### config.mk
export PLATFORM = sky130hd
export DESIGN_NAME = spi_slave_if
export DESIGN_NICKNAME = d
export VERILOG_FILES = /design/src/rtl/spi_slave_pkg.sv /design/src/rtl/spi_pin_sync.sv /design/src/rtl/spi_slave_if.sv
export SDC_FILE = /design/constraint.sdc
export NUM_CORES = 1
export LEC_CHECK = 0
export ABC_AREA = 0
export CORE_MARGIN = 4
export CORE_UTILIZATION = 50
export DETAILED_ROUTE_END_ITERATION = 6
export PLACE_DENSITY = 0.73
export RECOVER_POWER = 100
export SYNTH_ARGS = -nofsm -noshare
export SYNTH_HDL_FRONTEND = slang
export SYNTH_SLANG_ARGS = --single-unit
### constraint.sdc
create_clock -name clk -period 2.2 [get_ports clk]
set_input_delay 0.44 -clock clk [delete_from_list [all_inputs] [get_ports clk]]
set_output_delay 0.44 -clock clk [all_outputs]
set_load 0.01 [all_outputs]
### src/rtl/spi_slave_pkg.sv
// Shared types and helpers for the SPI slave frame engine.
// Used by spi_pin_sync and spi_slave_if.
package spi_slave_pkg;

    localparam int SYNC_STAGES = 2;

    typedef enum logic [1:0] {
        IDLE,
        SHIFT,
        DONE
    } spi_state_e;

    function automatic logic sample_on_rise(input logic cpol, input logic cpha);
        return cpol == cpha;
    endfunction

    function automatic int cnt_width(input int dw);
        return $clog2(dw + 1);
    endfunction

endpackage

### src/rtl/spi_pin_sync.sv
// Two-stage synchroniser for sclk/mosi/ss with sclk and ss edge detection.
// Edges compare the synced level against one more registered copy.
module spi_pin_sync
    import spi_slave_pkg::*;
#(
    parameter logic SCLK_IDLE = 1'b0
) (
    input  logic clk,
    input  logic rst,
    input  logic sclk,
    input  logic mosi,
    input  logic ss,
    output logic sclk_rise,
    output logic sclk_fall,
    output logic mosi_sync,
    output logic ss_fall,
    output logic ss_rise
);

    logic [SYNC_STAGES-1:0] sclk_ff;
    logic [SYNC_STAGES-1:0] mosi_ff;
    logic [SYNC_STAGES-1:0] ss_ff;
    logic                   sclk_q;
    logic                   ss_q;

    // ss resets low so a master already mid-frame cannot fake a frame start
    always_ff @(posedge clk) begin
        if (rst) begin
            sclk_ff <= {SYNC_STAGES{SCLK_IDLE}};
            mosi_ff <= '0;
            ss_ff   <= '0;
            sclk_q  <= SCLK_IDLE;
            ss_q    <= 1'b0;
        end else begin
            sclk_ff <= {sclk_ff[SYNC_STAGES-2:0], sclk};
            mosi_ff <= {mosi_ff[SYNC_STAGES-2:0], mosi};
            ss_ff   <= {ss_ff[SYNC_STAGES-2:0], ss};
            sclk_q  <= sclk_ff[SYNC_STAGES-1];
            ss_q    <= ss_ff[SYNC_STAGES-1];
        end
    end

    assign sclk_rise = sclk_ff[SYNC_STAGES-1] & ~sclk_q;
    assign sclk_fall = ~sclk_ff[SYNC_STAGES-1] & sclk_q;
    assign mosi_sync = mosi_ff[SYNC_STAGES-1];
    assign ss_fall   = ~ss_ff[SYNC_STAGES-1] & ss_q;
    assign ss_rise   = ss_ff[SYNC_STAGES-1] & ~ss_q;

endmodule

### src/rtl/spi_slave_if.sv
// SPI slave frame engine: oversampled pins, MSB-first rx/tx shift, word handshakes.
// Optional SPI_SLAVE_FRAME_STATUS_EN adds rx_ack and frame_err (short frame / overrun).
module spi_slave_if
    import spi_slave_pkg::*;
#(
    parameter bit                CLK_POLARITY = 1'b0,
    parameter bit                CLK_PHASE    = 1'b0,
    parameter int                DATA_W       = 16,
    parameter logic [DATA_W-1:0] IDLE_TX_WORD = '0
) (
    input  logic              clk,
    input  logic              rst,
    input  logic              sclk,
    input  logic              mosi,
    input  logic              ss,
    output logic              miso,
    output logic              miso_oe,
    input  logic [DATA_W-1:0] tx_data,
    input  logic              tx_valid,
    output logic              tx_ready,
    output logic [DATA_W-1:0] rx_data,
    output logic              rx_valid,
    output logic              tx_underrun
`ifdef SPI_SLAVE_FRAME_STATUS_EN
    ,
    input  logic              rx_ack,
    output logic              frame_err
`endif
);

    localparam int            CW       = cnt_width(DATA_W);
    localparam logic [CW-1:0] FULL     = CW'(DATA_W);
    localparam logic          ON_RISE  = sample_on_rise(CLK_POLARITY, CLK_PHASE);

    logic              sclk_rise;
    logic              sclk_fall;
    logic              mosi_sync;
    logic              ss_fall;
    logic              ss_rise;
    logic              sample_edge;
    logic              change_edge;

    spi_state_e        state_q;
    spi_state_e        state_d;
    logic              frame_start;
    logic              do_sample;
    logic              do_change;
    logic              complete;
    logic              abort;
    logic              leave;

    logic [CW-1:0]     bit_cnt;
    logic [DATA_W-1:0] rx_sr;
    logic [DATA_W-1:0] tx_sr;
    logic [DATA_W-1:0] hold_data;
    logic              hold_full;
    logic [DATA_W-1:0] load_word;
    logic              accept;

    spi_pin_sync #(
        .SCLK_IDLE (CLK_POLARITY)
    ) u_sync (
        .clk       (clk),
        .rst       (rst),
        .sclk      (sclk),
        .mosi      (mosi),
        .ss        (ss),
        .sclk_rise (sclk_rise),
        .sclk_fall (sclk_fall),
        .mosi_sync (mosi_sync),
        .ss_fall   (ss_fall),
        .ss_rise   (ss_rise)
    );

    assign sample_edge = ON_RISE ? sclk_rise : sclk_fall;
    assign change_edge = ON_RISE ? sclk_fall : sclk_rise;

    always_ff @(posedge clk) begin
        if (rst) begin
            state_q <= IDLE;
        end else begin
            state_q <= state_d;
        end
    end

    always_comb begin
        state_d     = state_q;
        frame_start = 1'b0;
        do_sample   = 1'b0;
        do_change   = 1'b0;
        complete    = 1'b0;
        abort       = 1'b0;
        unique case (state_q)
            IDLE: begin
                if (ss_fall) begin
                    state_d     = SHIFT;
                    frame_start = 1'b1;
                end
            end
            SHIFT: begin
                if (bit_cnt == FULL) begin
                    complete = 1'b1;
                    state_d  = ss_rise ? IDLE : DONE;
                end else if (ss_rise) begin
                    abort   = 1'b1;
                    state_d = IDLE;
                end else begin
                    do_sample = sample_edge;
                    do_change = change_edge;
                end
            end
            DONE: begin
                if (ss_rise) begin
                    state_d = IDLE;
                end
            end
            default: state_d = IDLE;
        endcase
    end

    assign leave    = (state_q != IDLE) && (state_d == IDLE);
    assign tx_ready = ~hold_full;
    // With the holding register empty a same-cycle push bypasses it
    assign accept   = tx_valid && tx_ready && !frame_start;

    always_comb begin
        load_word = IDLE_TX_WORD;
        if (hold_full) begin
            load_word = hold_data;
        end else if (tx_valid) begin
            load_word = tx_data;
        end
    end

    always_ff @(posedge clk) begin
        if (rst) begin
            miso        <= 1'b0;
            miso_oe     <= 1'b0;
            rx_data     <= '0;
            rx_valid    <= 1'b0;
            tx_underrun <= 1'b0;
            bit_cnt     <= '0;
            rx_sr       <= '0;
            tx_sr       <= '0;
            hold_data   <= '0;
            hold_full   <= 1'b0;
        end else begin
            rx_valid    <= 1'b0;
            tx_underrun <= 1'b0;
            if (accept) begin
                hold_data <= tx_data;
                hold_full <= 1'b1;
            end
            if (frame_start) begin
                bit_cnt     <= '0;
                rx_sr       <= '0;
                tx_sr       <= load_word;
                miso_oe     <= 1'b1;
                miso        <= CLK_PHASE ? 1'b0 : load_word[DATA_W-1];
                hold_full   <= 1'b0;
                tx_underrun <= ~hold_full & ~tx_valid;
            end
            if (do_sample) begin
                rx_sr   <= {rx_sr[DATA_W-2:0], mosi_sync};
                bit_cnt <= bit_cnt + CW'(1);
            end
            // First leading edge in phase 1 only presents the MSB
            if (do_change) begin
                if (CLK_PHASE && bit_cnt == '0) begin
                    miso <= tx_sr[DATA_W-1];
                end else begin
                    tx_sr <= {tx_sr[DATA_W-2:0], 1'b0};
                    miso  <= tx_sr[DATA_W-2];
                end
            end
            if (complete) begin
                rx_data  <= rx_sr;
                rx_valid <= 1'b1;
            end
            if (leave) begin
                miso    <= 1'b0;
                miso_oe <= 1'b0;
            end
        end
    end

`ifdef SPI_SLAVE_FRAME_STATUS_EN
    logic rx_pend;

    always_ff @(posedge clk) begin
        if (rst) begin
            rx_pend   <= 1'b0;
            frame_err <= 1'b0;
        end else begin
            frame_err <= (abort && bit_cnt != '0) ||
                         (complete && rx_pend && !rx_ack);
            if (complete) begin
                rx_pend <= 1'b1;
            end else if (rx_ack) begin
                rx_pend <= 1'b0;
            end
        end
    end
`endif

endmodule

==> results of run 1 <==
==> worst max-delay path, delay by kind of cell (launching register included) <==
kind                     cells  cell delay (ps)
AO/OA/AOI/OAI                2              610
AND/OR/NAND/NOR              2              340
buffers and inverters        2              300
flip-flops                   1              380
adder cells (fa/ha/maj)      1              200
==> state kept, by name, summed over array words and instances (netlist names) <==
signal          cells
miso                1
u_sync.ss_q         1
u_sync.sclk_ff      2
bit_cnt             5
hold_data          16
tx_sr              15
hold_full           1
miso_oe             1
rx_valid            1
rx_data            16
u_sync.ss_ff        2
u_sync.sclk_q       1
rx_sr              16
u_sync.mosi_ff      2
state_q             2
tx_underrun         1
==> routing by layer <==
| layer | part of all wire [%] | vias to the layer above | wire [um] |
|---|---|---|---|
| met5 | 0 | - | 0 |
| met4 | 1.2 | 0 | 80 |
| met3 | 4.6 | 11 | 311 |
| met2 | 46 | 54 | 3140 |
| met1 | 48 | 1310 | 3250 |
| li1 | - | 1421 | - |
==> cell usage after synthesis <==
cell type / instances / area (um2)
mux2i_1: 16 / 160
a221oi_1: 1 / 8.76
clkbuf_1: 21 / 78.8
and4_1: 1 / 8.76
o41a_1: 1 / 11.3
nor3_1: 3 / 15.0
ha_1: 2 / 25.0
nor4_4: 1 / 21.3
buf_1: 3 / 11.3
or3_1: 2 / 12.5
or4b_1: 1 / 10.0
nor2_1: 21 / 78.8
a211oi_1: 1 / 7.51
a21oi_1: 51 / 255
nand2_1: 94 / 353
buf_2: 2 / 10.0
a31oi_1: 3 / 18.8
buf_6: 2 / 22.5
and3_1: 1 / 6.26
nor4_1: 1 / 6.26
nand3_1: 26 / 130
nand2b_1: 3 / 18.8
and3_4: 1 / 11.3
nand4_1: 1 / 6.26
a22oi_1: 14 / 105
maj3_1: 1 / 10.0
dfxtp_1: 83 / 1660
or2b_1: 1 / 7.51
nor4b_2: 1 / 15.0
o21ai_0: 14 / 70.1
inv_1: 3 / 11.3
a2111oi_0: 1 / 8.76
nand3b_1: 3 / 22.5
nor2b_1: 11 / 68.8
and4bb_2: 1 / 12.5
nand4bb_1: 1 / 11.3
==> placed cells by master (no fill, tap or decap), drive strengths merged <==
cell type,instances
nor4b,1
nor3,3
nor2b,11
nor2,21
and4,1
nand3,26
nand2b,3
or3,2
maj3,1
and3,2
a211oi,1
nand3b,3
a2111oi,1
or2b,1
clkdlybuf4s50,20
bufinv,1
o41a,1
nor4,2
a221oi,1
buf,7
nand4bb,1
dfxtp,83
nand2,94
mux2i,16
a22oi,14
a21oi,51
clkbuf,22
inv,3
nand4,1
and4bb,1
dlygate4sd3,21
ha,2
or4b,1
a31oi,3
o21ai,14
==> through the flow <==
step	cells	setup WS, ps	hold slack (ps)	power [mW]	area (um2)
after global placement	497	314	418	1.78	3790
final	513	205	442	2.86	3960
after CTS	513	251	447	2.89	4000
after floorplan	393	391	414	1.70	3290
after global routing	513	93.4	465	2.98	3960
after detailed placement	497	256	434	1.78	3790
==> worst paths after layout <==
kind	slack [ps]	to	start	depth (start not counted)
worst max register to register	210	tx_sr[3]	bit_cnt[0]	7
worst min register to register	440	rx_sr[0]	u_sync.mosi_ff[1]	2
worst min-delay path	440	rx_sr[0]	u_sync.mosi_ff[1]	2
worst max-delay path	210	tx_sr[3]	bit_cnt[0]	7
==> cell type report <==
class	instances	area, um2	share of cell area, %
Timing Repair Buffer	55	495	12.5
Sequential cell	83	1660	41.9
Multi-Input combinational cell	279	1490	37.7
Tap cell	77	96.3	2.43
Clock inverter	1	30.0	0.758
Clock buffer	15	176	4.45
Inverter	3	11.3	0.284
==> logic make-up (layout without fill, tap and decap cells) <==
group | after synthesis | in the layout | share of synthesized area [%]
buffers and inverters | 31 | 74 | 4.07
AND/OR/NAND/NOR | 174 | 174 | 24.8
AO/OA/AOI/OAI | 86 | 86 | 14.7
flip-flops | 83 | 83 | 50.5
adder cells (fa/ha/maj) | 3 | 3 | 1.06
multiplexers | 16 | 16 | 4.86
==> power by group <==
part | leakage, nW | total, mW | internal [mW] | switching [mW]
Clock | 0.104 | 1.12 | 0.620 | 0.503
Sequential | 0.673 | 1.55 | 1.53 | 0.0155
Combinational | 0.640 | 0.191 | 0.0858 | 0.105
Total | 1.42 | 2.86 | 2.24 | 0.624
==> key figures, run 1 <==
Status
  • Status: complete, no violations

Timing
  • # setup viols final: 0
  • RSZ-0062 raised after global routing: no
  • Worst slew margin: roughly 18%
  • Final hold vios: 0
  • Skew final: around 6.8 ps
  • Max-slew violations: 0
  • Final Cycle Share: between 90% and 100%
  • Min Clock Period, post-route: ~2000 ps
  • Setup TNS: 0 ps
  • Worst slew pin tran: roughly 1200 ps
  • F_max: approximately 500 MHz

Final layout
  • Nets: about 460
  • Share of layout cells above drive strength 1: around 6.4%
  • Antenna Cells: 0
  • Fin util: a little over 60%
  • Synthesis-to-finish area growth: 20.4%
  • Fill cells: around 560

Critical path
  • Worst Path Max Fanout: 8
  • Worst Path Required: roughly 2400 ps
  • Startpoint Class: flip-flop
  • CP Cell Sequence: inv_1 -> ha_1 -> and4bb_1 -> o41a_1 -> clkbuf_2 -> nand2_1 -> a21oi_1
  • Crit Path Class: reg -> reg
  • Worst Path Arrival: approximately 2200 ps
  • Worst path max stage delay: between 500 and 600 ps
  • CP max-delay cell: o41a_1
  • CP Capture Type: flip-flop

Floorplanning
  • Core ar.: 6390 um2
  • Die Wd: around 90 um
  • Rows: 29
  • Die Ht: between 80 and 90 um
  • Die area: a little under 8000 um2
  • Initial Util: between 50% and 60%
  • Ports: 43

Pwr
  • Leak: approximately 1.4 nW
  • Worst VDD drop: approximately 400 uV
  • Power density over cell area: slightly above 700 nW/um2

Global routing
  • M1 GR Usage: between 20% and 30%
  • Gr usage total: approximately 18%
  • Top Usage Layer GRT: met2
  • GRT overflow: 0
  • Vias in the first global route: 2607
  • GR Util met3: approximately 3.2%
  • Met2 Track Usage GR: 28.7%
  • Antenna violations before repair: 0
  • First-pass GRT wire length: about 11000 um
  • Largest net degree at the start of global routing: 35

Detailed routing
  • Routed Wire Length: slightly below 7000 um
  • DR WL/cell: between 10 and 15 um
  • Initial DRC Count: around 120
  • Pre-Repair DR Iteration Count: 6
  • Remaining DRCs: 0
  • Routed Antenna Nets: 0
  • Vias/cell: about 5.5
  • Vias: 2796

Clock tree
  • TritonCTS Sinks: between 80 and 90
  • CTS hold repair buffers: 0
  • Worst-Skew Late Latency: 340 ps
  • Root Driver: clkbuf_8
  • Post-cts sizing count: 0
  • Clock buffer depth: 2
  • H-tree depth: 3
  • Post-CTS Setup Repair Bufs: 0
  • Clock slew seen by the registers of the worst setup and hold paths: around 80 ps
  • CTS tree: done
  • CTS buffer count: 9

Run
  • Max cap viols: 0

Synthesis
  • Syn_area_per_cell: about 8.4 um2
  • Netlist Area Pre-Place: approximately 3300 um2
  • Syn_nets: 417
  • Synth warn: 0
  • Count of cell types in the netlist: 36
  • Mapped Cells: around 400
  • FF+latch count, synth: just over 80
  • Sequential share of the synthesized area: between 50% and 60%

Placed design
  • HPWL Detailed: ~4700 um
  • Port buffer count: 42
  • Placer Congestion: just under 0.8

Worst hold path
  • Worst Hold Class: reg -> reg
(Power assumes the default switching activity.)
==> inputs of run 2 (changes only) <==
--- a/config.mk
+++ b/config.mk
@@ -6,6 +6,7 @@
 export NUM_CORES = 1
 export LEC_CHECK = 0
 export ABC_AREA = 0
+export CORE_ASPECT_RATIO = 1.4
 export CORE_MARGIN = 4
 export CORE_UTILIZATION = 50
 export DETAILED_ROUTE_END_ITERATION = 6
==> key figures, run 2 (synthesis results as in run 1) <==
Timing
  • Worst slew margin: 67.4% (+50 points)
  • F_max: 519 MHz (+3.6%)
  • # setup viols final: 0 (unchanged)
  • Min Clock Period, post-route: 1930 ps (-69.8 ps)
  • Max-slew violations: 0 (unchanged)
  • RSZ-0062 raised after global routing: no
  • Worst slew pin tran: 489 ps (-745 ps)
  • Final hold vios: 0 (unchanged)
  • Setup TNS: 0 ps (unchanged)
  • Final Cycle Share: 87.5% (-3.2 points)
  • Skew final: 7.85 ps (+1.04 ps)

Clock tree
  • CTS hold repair buffers: 0 (unchanged)
  • CTS buffer count: 9 (unchanged)
  • CTS tree: done
  • Clock slew seen by the registers of the worst setup and hold paths: 80 ps (about the same)
  • Root Driver: clkbuf_8
  • TritonCTS Sinks: 83 (unchanged)
  • H-tree depth: 3 (unchanged)
  • Post-CTS Setup Repair Bufs: 0 (unchanged)
  • Clock buffer depth: 2 (unchanged)
  • Post-cts sizing count: 0 (unchanged)
  • Worst-Skew Late Latency: 350 ps (about the same)

Final layout
  • Nets: 455 (unchanged)
  • Largest regs: hold_data: 16 flops, rx_data: 16 flops, rx_sr: 16 flops
  • Share of layout cells above drive strength 1: 6.88% (+0.46 points)
  • Fill cells: 568 (+1.1%)
  • Synthesis-to-finish area growth: 21.4%
  • Commonest non-fill, non-tap cell in the layout: nand2_1
  • Fin util: 63.5% (+1.4 points)
  • Antenna Cells: 0 (unchanged)
  • Most frequent cells in the layout: 94 x nand2_1, 83 x dfxtp_1, 51 x a21oi_1, 26 x nand3_1, 22 x dlygate4sd3_1

Critical path
  • CP Capture Type: flip-flop
  • Top Family by Delay on Critical Path: simple AND/OR/NAND/NOR gates
  • Worst Path Required: 2480 ps (+110 ps)
  • Startpoint Class: flip-flop
  • Worst Path Arrival: 2210 ps (+40 ps)
  • Crit Path Class: reg -> reg
  • Worst Path Max Fanout: 16 (+8)
  • CP max-delay cell: dfxtp_1
  • Worst path max stage delay: 380 ps (-170 ps)
  • Crit path buffers/inverters: 2 (unchanged)
  • CP Cell Sequence: inv_1 -> ha_1 -> and4bb_1 -> nor4_1 -> clkbuf_2 -> a22oi_1 -> a21oi_1

Placed design
  • Port buffer count: 42 (unchanged)
  • HPWL Detailed: 4400 um (-5.5%)
  • Placer Congestion: 0.795 (+1.4%)

Status
  • Status: complete, no violations

Detailed routing
  • Pre-Repair DR Iteration Count: 4 (-2)
  • DR WL/cell: 13.4 um (+1.2%)
  • Vias: 2785 (-0.39%)
  • Routed Antenna Nets: 0 (unchanged)
  • Initial DRC Count: 195 (+61%)
  • Vias/cell: 5.48 (+0.59%)
  • Routed Wire Length: 6790 um (+0.22%)
  • Remaining DRCs: 0 (unchanged)

Floorplanning
  • Initial Util: 52.3% (+0.74 points)
  • Rows: 34 (+17%)
  • Die area: 7960 um2 (+0.23%)
  • Core ar.: 6300 um2 (-1.4%)
  • Ports: 43 (unchanged)
  • Die Wd: 76.6 um (-14%)
  • Die Ht: 104 um (+17%)

Pwr
  • Leak: 1.44 nW (+1.5%)
  • Power density over cell area: 757 nW/um2 (+4.8%)
  • Worst VDD drop: 673 uV (+72%)

Global routing
  • First-pass GRT wire length: 11700 um (+2.8%)
  • Gr usage total: 17.7% (-0.25 points)
  • Vias in the first global route: 2717 (+4.2%)
  • Antenna violations before repair: 0 (unchanged)
  • Largest net degree at the start of global routing: 84 (+140%)
  • GRT overflow: 0 (unchanged)

Run
  • Max cap viols: 0 (unchanged)

Worst hold path
  • Worst Hold Class: reg -> reg
==> run 2: cell types whose count changed in the layout (fill, tap and decap cells not counted), moves of 2 or more <==
cell | previous run | this run
clkbuf_1 | 5 | 2
clkbuf_2 | 5 | 2
clkbuf_8 | 12 | 9
buf_4 | 7 | 9
bufinv_16 | 1 | 3
clkinv_2 | 0 | 2
==> run 2: worst reg2reg max path: stages, from the launching register on <==
cell	delay, ps
dfxtp_1	380
inv_1	70
ha_1	210
and4bb_1	230
nor4_1	310
clkbuf_2	350
a22oi_1	150
a21oi_1	160
==> run 2: area by class of cell <==
type	instances	area, um2	area share [%]
Tap cell	72	90.1	2.25
Clock inverter	7	116	2.91
Inverter	3	11.3	0.282
Sequential cell	83	1660	41.6
Multi-Input combinational cell	279	1480	37.0
Timing Repair Buffer	55	515	12.9
Clock buffer	9	124	3.10
==> run 2: metrics by stage <==
stage	cell area (um2)	power, mW	std cells	hold WS, ps	setup WS, ps
2_1_floorplan	3290	1.70	393	414	391
3_3_place_gp	3780	1.77	492	419	323
3_5_place_dp	3780	1.78	492	430	230
4_1_cts	4030	3.06	508	433	249
5_1_grt	4000	3.14	508	453	98.7
6_report	4000	3.02	508	433	275
==> run 2: worst paths after layout <==
path / from / endpoint / slack (ps) / cells past startpoint
worst max-delay path: bit_cnt[0] / tx_sr[11] / 270 / 7
worst min-delay path: u_sync.sclk_ff[0] / u_sync.sclk_ff[1] / 430 / 1
worst max register to register: bit_cnt[0] / tx_sr[11] / 270 / 7
worst min register to register: u_sync.sclk_ff[0] / u_sync.sclk_ff[1] / 430 / 1
==> run 2: report_power, final <==
part / switching (mW) / leakage (nW) / total (mW) / internal (mW)
Sequential: 0.0155 / 0.673 / 1.55 / 1.53
Combinational: 0.101 / 0.646 / 0.188 / 0.0874
Clock: 0.537 / 0.119 / 1.29 / 0.751
Total: 0.654 / 1.44 / 3.02 / 2.37
==> run 2: metal layers <==
metal | up-vias | GRT usage (%) | share of wire (%)
li1 | 1414 | - | -
met1 | 1318 | 19.3 | 44
met2 | 41 | 32.0 | 51
met3 | 12 | 3.55 | 2.8
met4 | 0 | 8.81 | 2.0
met5 | - | 0 | 0
